File: config.mk
export PLATFORM = sky130hd
export DESIGN_NAME = stream_window_gen
export DESIGN_NICKNAME = d
export VERILOG_FILES = /design/src/rtl/stream_window_pkg.sv /design/src/rtl/stream_window_gen_line_delay_ram.sv /design/src/rtl/stream_window_gen.sv
export SDC_FILE = /design/constraint.sdc
export NUM_CORES = 2
export LEC_CHECK = 0
export CAP_MARGIN = 20
export CORE_MARGIN = 2
export CORE_UTILIZATION = 55
export CTS_CLUSTER_SIZE = 25
export DETAILED_ROUTE_END_ITERATION = 8
export PLACE_DENSITY = 0.72
export SLEW_MARGIN = 15
export SYNTH_ARGS = -nofsm -noshare
export SYNTH_HDL_FRONTEND = slang
export SYNTH_SLANG_ARGS = --single-unit
File: constraint.sdc
create_clock -name clk -period 12.2 [get_ports clk]
set_clock_uncertainty 0.1 [all_clocks]
set_input_delay 1.22 -clock clk [delete_from_list [all_inputs] [get_ports clk]]
set_output_delay 1.22 -clock clk [all_outputs]
set_load 0.05 [all_outputs]
File: src/rtl/stream_window_pkg.sv
// stream_window_pkg: shared types and helpers for the stream window generator
package stream_window_pkg;
  localparam int MAX_WIN = 5;
  typedef enum logic [1:0] {IDLE, RUN, FLUSH} state_t;
  function automatic int tap_lsb(input int r, c, win, dw);
    return (r * win + c) * dw;
  endfunction
  function automatic int clamp_idx(input int base, off, limit);
    int v = base + off;
    return v < 0 ? 0 : (v >= limit ? limit - 1 : v);
  endfunction
endpackage

File: src/rtl/stream_window_gen_line_delay_ram.sv
// line_delay_ram: circular row delay of DEPTH advances (DEPTH-1 entries plus output register)
// Ports: clk, rst (sync, active high), adv (shift one beat), wr_data in, rd_data = beat written DEPTH advances earlier.
module line_delay_ram #(
  parameter int DATA_W = 8,
  parameter int DEPTH  = 256
) (
  input  logic              clk,
  input  logic              rst,
  input  logic              adv,
  input  logic [DATA_W-1:0] wr_data,
  output logic [DATA_W-1:0] rd_data
);
  localparam int N  = DEPTH - 1;
  localparam int AW = $clog2(N);
  logic [DATA_W-1:0] mem_q [N];
  logic [AW-1:0] ptr_q, ptr_d;
  logic [DATA_W-1:0] rd_q, rd_d;
  always_comb begin
    ptr_d = adv ? (ptr_q == AW'(N - 1) ? '0 : ptr_q + AW'(1)) : ptr_q;
    rd_d = adv ? mem_q[ptr_q] : rd_q;
  end
  always_ff @(posedge clk) begin
    if (rst) begin
      ptr_q <= '0;
      rd_q <= '0;
    end else begin
      ptr_q <= ptr_d;
      rd_q <= rd_d;
    end
  end
  always_ff @(posedge clk) if (adv) mem_q[ptr_q] <= wr_data;
  assign rd_data = rd_q;
endmodule

File: src/rtl/stream_window_gen.sv
// stream_window_gen: raster stream to WIN x WIN neighbourhood windows with border handling and flush
// Ports: clk, rst (sync, active high); in_valid/in_ready/in_data/in_sof pixel stream;
// out_valid/out_data/out_sof/out_eol/out_eof window pulse (no backpressure); busy while a frame is in flight.
// STREAM_WINDOW_BORDER_ZERO_EN: out-of-image taps read 0 instead of the replicated edge pixel.
module stream_window_gen
  import stream_window_pkg::*;
#(
  parameter int DATA_W = 8,
  parameter int IMG_W  = 256,
  parameter int IMG_H  = 256,
  parameter int WIN    = 3
) (
  input  logic                      clk,
  input  logic                      rst,
  input  logic                      in_valid,
  output logic                      in_ready,
  input  logic [DATA_W-1:0]         in_data,
  input  logic                      in_sof,
  output logic                      out_valid,
  output logic [WIN*WIN*DATA_W-1:0] out_data,
  output logic                      out_sof,
  output logic                      out_eol,
  output logic                      out_eof,
  output logic                      busy
);
  localparam int R  = (WIN - 1) / 2;
  localparam int XW = $clog2(IMG_W);
  localparam int YW = $clog2(IMG_H);
  localparam int WB = $clog2(WIN);
  localparam logic [XW-1:0] X_LAST = XW'(IMG_W - 1);
  localparam logic [XW-1:0] X_R = XW'(R);
  localparam logic [YW-1:0] Y_LAST = YW'(IMG_H - 1);
  localparam logic [YW-1:0] Y_R = YW'(R);
  if ((WIN != 3 && WIN != 5) || WIN > MAX_WIN) begin : g_bad_win
    $error("stream_window_gen: WIN must be 3 or 5");
  end
  state_t state_q, state_d;
  logic [XW-1:0] ix_q, ix_d, nx_q, nx_d, ox_q, ox_d;
  logic [YW-1:0] iy_q, iy_d, ny_q, ny_d, oy_q, oy_d;
  logic out_valid_q, out_valid_d;
  logic [DATA_W-1:0] sr_q [WIN][WIN];
  logic [DATA_W-1:0] sr_d [WIN][WIN];
  logic [DATA_W-1:0] row [WIN];
  logic flush, acc, sof_acc, push, emit;
  assign flush = state_q == FLUSH;
  assign in_ready = !flush;
  assign acc = in_valid && in_ready;
  assign sof_acc = acc && in_sof;
  assign push = flush || (acc && (in_sof || state_q == RUN));
  // window j = k - (R*IMG_W + R) exists once the input reaches row R, column R
  assign emit = push && !sof_acc && (flush || iy_q > Y_R || (iy_q == Y_R && ix_q >= X_R));
  assign row[0] = flush ? '0 : in_data;
  for (genvar g = 1; g < WIN; g++) begin : g_row
    line_delay_ram #(.DATA_W(DATA_W), .DEPTH(IMG_W)) u_ram (
      .clk(clk), .rst(rst), .adv(push), .wr_data(row[g-1]), .rd_data(row[g])
    );
  end
  always_comb begin
    state_d = state_q;
    ix_d = ix_q;
    iy_d = iy_q;
    nx_d = nx_q;
    ny_d = ny_q;
    ox_d = ox_q;
    oy_d = oy_q;
    sr_d = sr_q;
    out_valid_d = emit;
    if (push)
      for (int d = 0; d < WIN; d++) begin
        sr_d[d][0] = row[d];
        for (int i = 1; i < WIN; i++) sr_d[d][i] = sr_q[d][i-1];
      end
    if (emit) begin
      ox_d = nx_q;
      oy_d = ny_q;
      nx_d = nx_q == X_LAST ? '0 : nx_q + XW'(1);
      ny_d = nx_q != X_LAST ? ny_q : (ny_q == Y_LAST ? '0 : ny_q + YW'(1));
    end
    if (push && !flush) begin
      ix_d = ix_q == X_LAST ? '0 : ix_q + XW'(1);
      iy_d = ix_q != X_LAST ? iy_q : (iy_q == Y_LAST ? '0 : iy_q + YW'(1));
    end
    if (sof_acc) begin
      state_d = RUN;
      ix_d = XW'(1);
      iy_d = '0;
      nx_d = '0;
      ny_d = '0;
    end else if (push && !flush && ix_q == X_LAST && iy_q == Y_LAST)
      state_d = FLUSH;
    else if (flush && nx_q == X_LAST && ny_q == Y_LAST)
      state_d = IDLE;
  end
  always_ff @(posedge clk) begin
    if (rst) begin
      state_q <= IDLE;
      ix_q <= '0;
      iy_q <= '0;
      nx_q <= '0;
      ny_q <= '0;
      ox_q <= '0;
      oy_q <= '0;
      out_valid_q <= 1'b0;
    end else begin
      state_q <= state_d;
      ix_q <= ix_d;
      iy_q <= iy_d;
      nx_q <= nx_d;
      ny_q <= ny_d;
      ox_q <= ox_d;
      oy_q <= oy_d;
      out_valid_q <= out_valid_d;
    end
  end
  always_ff @(posedge clk) sr_q <= sr_d;
  // sr_q[d][i] holds pixel k - d*IMG_W - i; clamping the tap coordinate picks a nearer register
  for (genvar r = 0; r < WIN; r++) begin : g_r
    for (genvar c = 0; c < WIN; c++) begin : g_c
      logic [DATA_W-1:0] t;
      int ry, cx;
      always_comb begin
        ry = clamp_idx(int'(oy_q), r - R, IMG_H);
        cx = clamp_idx(int'(ox_q), c - R, IMG_W);
        t = sr_q[WB'(R + int'(oy_q) - ry)][WB'(R + int'(ox_q) - cx)];
`ifdef STREAM_WINDOW_BORDER_ZERO_EN
        if (ry != int'(oy_q) + r - R || cx != int'(ox_q) + c - R) t = '0;
`endif
      end
      assign out_data[tap_lsb(r, c, WIN, DATA_W) +: DATA_W] = out_valid_q ? t : '0;
    end
  end
  assign out_valid = out_valid_q;
  assign out_sof = out_valid_q && ox_q == '0 && oy_q == '0;
  assign out_eol = out_valid_q && ox_q == X_LAST;
  assign out_eof = out_eol && oy_q == Y_LAST;
  assign busy = state_q != IDLE;
endmodule

==> flow_metrics.tcl <==
set metrics [dict create \
    drive_gt1_share_pct 21.60 \
    cts_tree "done" \
    core_region_area_mm2 0.3025 \
    power_density_mw_per_mm2 162.3 \
    reg2reg_depth 10 \
    most-common-layout-cells "edfxtp_1, mux4_2, nor2_1" \
    clockRootBuffer "clkbuf_16" \
    vdd_drop_max_mv 0.1288 \
    synth.area.top_cells "edfxtp_1, mux4_2, mux2i_1, nor2_1, a22oi_1" \
    final_common_cell "edfxtp_1" \
    path_delay_family "buffers and inverters" \
    crit_chain "clkinv_1 -> ha_1 -> o211a_1 -> o2111ai_2 -> xor2_2 -> buf_4 -> nor2_2 -> a22oi_1 -> a22oi_1 -> and3_1 -> clkdlybuf4s50_1" \
    die_area_mm2 0.3080 \
    syn_area_mm2 0.1670 \
    worst-setup-path-type "reg -> out" \
    num_vias 84610 \
    drc 0 \
    synth_seq_cells 4235 \
    cp-end-kind "primary output" \
    antenna_left 0 \
    antenna_found_initial 15 \
    drt_first_pass_iters 9 \
    cpMostUsedCell "a22oi_1" \
    io_buffers 89 \
    hold_viol 0 \
    row_count 202 \
    status "finished, final reports clean" \
    hold_path_startpoint "ny_q[1]$_SDFFE_PP0P_" \
    clk_pin_slew_ns 0.06 \
    hold_depth 2 \
    finalCritPeriodShare_pct 62.86 \
    final_max_slew_viol_count 0 \
    setup_viol 0 \
    synth_edf_count 4152 \
    r2r_start "g_row[1].u_ram.ptr_q[0]$_SDFFE_PP0N_" \
    rrSetupSlack_ns 6.73 \
    max_stage_delay_ns 0.86 \
    hold_path_end "ny_q[1]$_SDFFE_PP0P_" \
    maxCapViolCount 0 \
    worstPathArrival_ns 6.35 \
    insertion_delay_ns 0.93 \
    cp.required_ns 10.88 \
    place_congestion 0.8868 \
    grt_pass1_vias 83737 \
    grt_max_degree 224 \
    period_needed_ns 7.669 \
    cts_max_level 5 \
    die_x_um 555.0 \
    synth-warning-count 0 \
    slowest_stage "dfxtp_1" \
    grt_usage_pct 26.53 \
    synth_fp_nets 8219 \
    max_freq_ghz 0.1304 \
    cts_resized 0 \
    synth_top_area_share_pct 74.67 \
    numCtsBuffers 403 \
    cts_sinks 4235 \
    layout.nets 8369 \
    rsz0062_at_grt "false" \
    die_h_um 555.0 \
    routedWlPerCell_um 32.42 \
    holdWs_ns 0.4224 \
    ios 90 \
    viasPerCell 6.686 \
    ys_seq_area_share_pct 75.66 \
    hold_class "reg -> reg" \
    postCtsSetupBuffers 0 \
    nFillCells 20338 \
    cp-start-kind "flip-flop" \
    seqCellArea_mm2 0.1264 \
    dp_hpwl_mm 243.3 \
    critPathBufInv 3 \
    setup_tns_ns 0 \
    worst_pin_slew_ns 1.331 \
    syn_area_per_cell_um2 20.41 \
    yosys.area.top_type "edfxtp_1" \
    syn-instance-count 8183 \
    grt_pass1_wl_mm 594.2 \
    routed_wirelength_mm 410.3 \
    overflow 0 \
    cts_max_path_buffers 4 \
    drt_iter0_drc 12629 \
    multi_input_area_mm2 0.03794 \
    start_util_pct 55.19 \
    synth_cell_types 84 \
    relSlewSlack_pct 10.43 \
    cp_max_fo 28 \
    synthToLayoutAreaGrowth_pct 10.68 \
    async_flop_share_pct 0 \
    ys.flop_type "edfxtp_1" \
    hold_buffers 0 \
    r2r_end "g_row[1].u_ram.rd_data[6]$_SDFFE_PP0N_" \
    power.leakage_nw 55.44 \
]
worst min-delay path: cells and delay by family, from the launching register on:
family             cells  cell delay (ns)
and+or+nand+nor        1             0.07
DFF                    1             0.35
AOI/OAI and AO/OA      1             0.06
worst max-delay path by stage:
stage / from / end / slack, ns / cells past startpoint
3_3_place_gp: oy_q[0]$_SDFFE_PP0P_ / out_data[0] / 5.69 / 11
2_1_floorplan: in_sof / g_row[2].u_ram.mem_q[113][0]$_DFFE_PP_ / 6.23 / 8
3_5_place_dp: oy_q[0]$_SDFFE_PP0P_ / out_data[17] / 5.56 / 11
5_1_grt: oy_q[0]$_SDFFE_PP0P_ / out_data[17] / 4.17 / 11
6_report: oy_q[0]$_SDFFE_PP0P_ / out_data[17] / 4.53 / 11
4_1_cts: oy_q[0]$_SDFFE_PP0P_ / out_data[17] / 4.62 / 11
per-layer routing:
metal / routed length (µm) / track usage [%] / up-vias
met3: 48530 / 6.119 / 882
met2: 189400 / 39.87 / 5293
met1: 158700 / 39.04 / 44145
met5: 88 / 0 / -
li1: - / - / 34278
met4: 13590 / 8.352 / 12
area by class of cell:
type	instances	share of cell area (%)
Inverter	26	0.05551
Clock inverter	241	1.267
Tap cell	3978	2.693
Sequential cell	4235	68.40
Clock buffer	494	5.778
Antenna cell	14	0.01896
Timing Repair Buffer	247	1.262
Multi-Input combinational cell	3420	20.53
report_power, final:
part           switching [mW]  total [mW]  internal (mW)
sequential              0.107        16.2           16.1
combinational           0.843        1.38          0.535
clock                    5.31        12.4           7.11
stage by stage:
stage / cells / instance area (µm²) / util, % / power (mW) / setup slack [ns]
CTS: 12637 / 184700 / 61.05 / 30.09 / 4.615
detailed placement: 11902 / 171700 / 56.74 / 17.88 / 5.564
global placement: 11900 / 171600 / 56.74 / 17.84 / 5.687
finish: 12655 / 184800 / 61.09 / 29.99 / 4.531
global route: 12642 / 184800 / 61.08 / 30.72 / 4.168
floorplan: 8183 / 167000 / - / 17.48 / 6.227
registers in the layout (all words and copies together), names as in the netlist:
name / cells
iy_q: 8
ny_q: 8
ix_q: 8
g_row.u_ram.mem_q: 4080
g_row.u_ram.rd_data: 16
nx_q: 8
g_row.u_ram.ptr_q: 16
state_q: 2
ox_q: 8
sr_q: 72
oy_q: 8
out_valid: 1
synth_stat cells, drive strengths merged, types with 34 or more instances:
cell type / instances
a211oi: 34
nand3: 89
clkbuf: 197
o22ai: 62
o21ai: 80
a22oi: 237
mux2i: 290
mux2: 50
edfxtp: 4152
nor2b: 49
dfxtp: 83
nor3: 38
nor2: 681
buf: 305
a22o: 37
nand2: 198
a21oi: 125
mux4: 1010
logic make-up (layout without fill, tap and decap cells):
| logic type | count (synthesis) | count (layout) | share of synthesized area [%] |
|---|---|---|---|
| AO/OA/AOI/OAI | 779 | 779 | 3.304 |
| XOR/XNOR | 42 | 42 | 0.2248 |
| adder cells (fa/ha/maj) | 24 | 24 | 0.1798 |
| buffers and inverters | 528 | 1008 | 1.698 |
| flip-flops | 4235 | 4235 | 75.66 |
| multiplexers | 1350 | 1350 | 15.70 |
| other | 0 | 14 | 0 |
| AND/OR/NAND/NOR | 1225 | 1225 | 3.232 |
(Power assumes the default switching activity.)
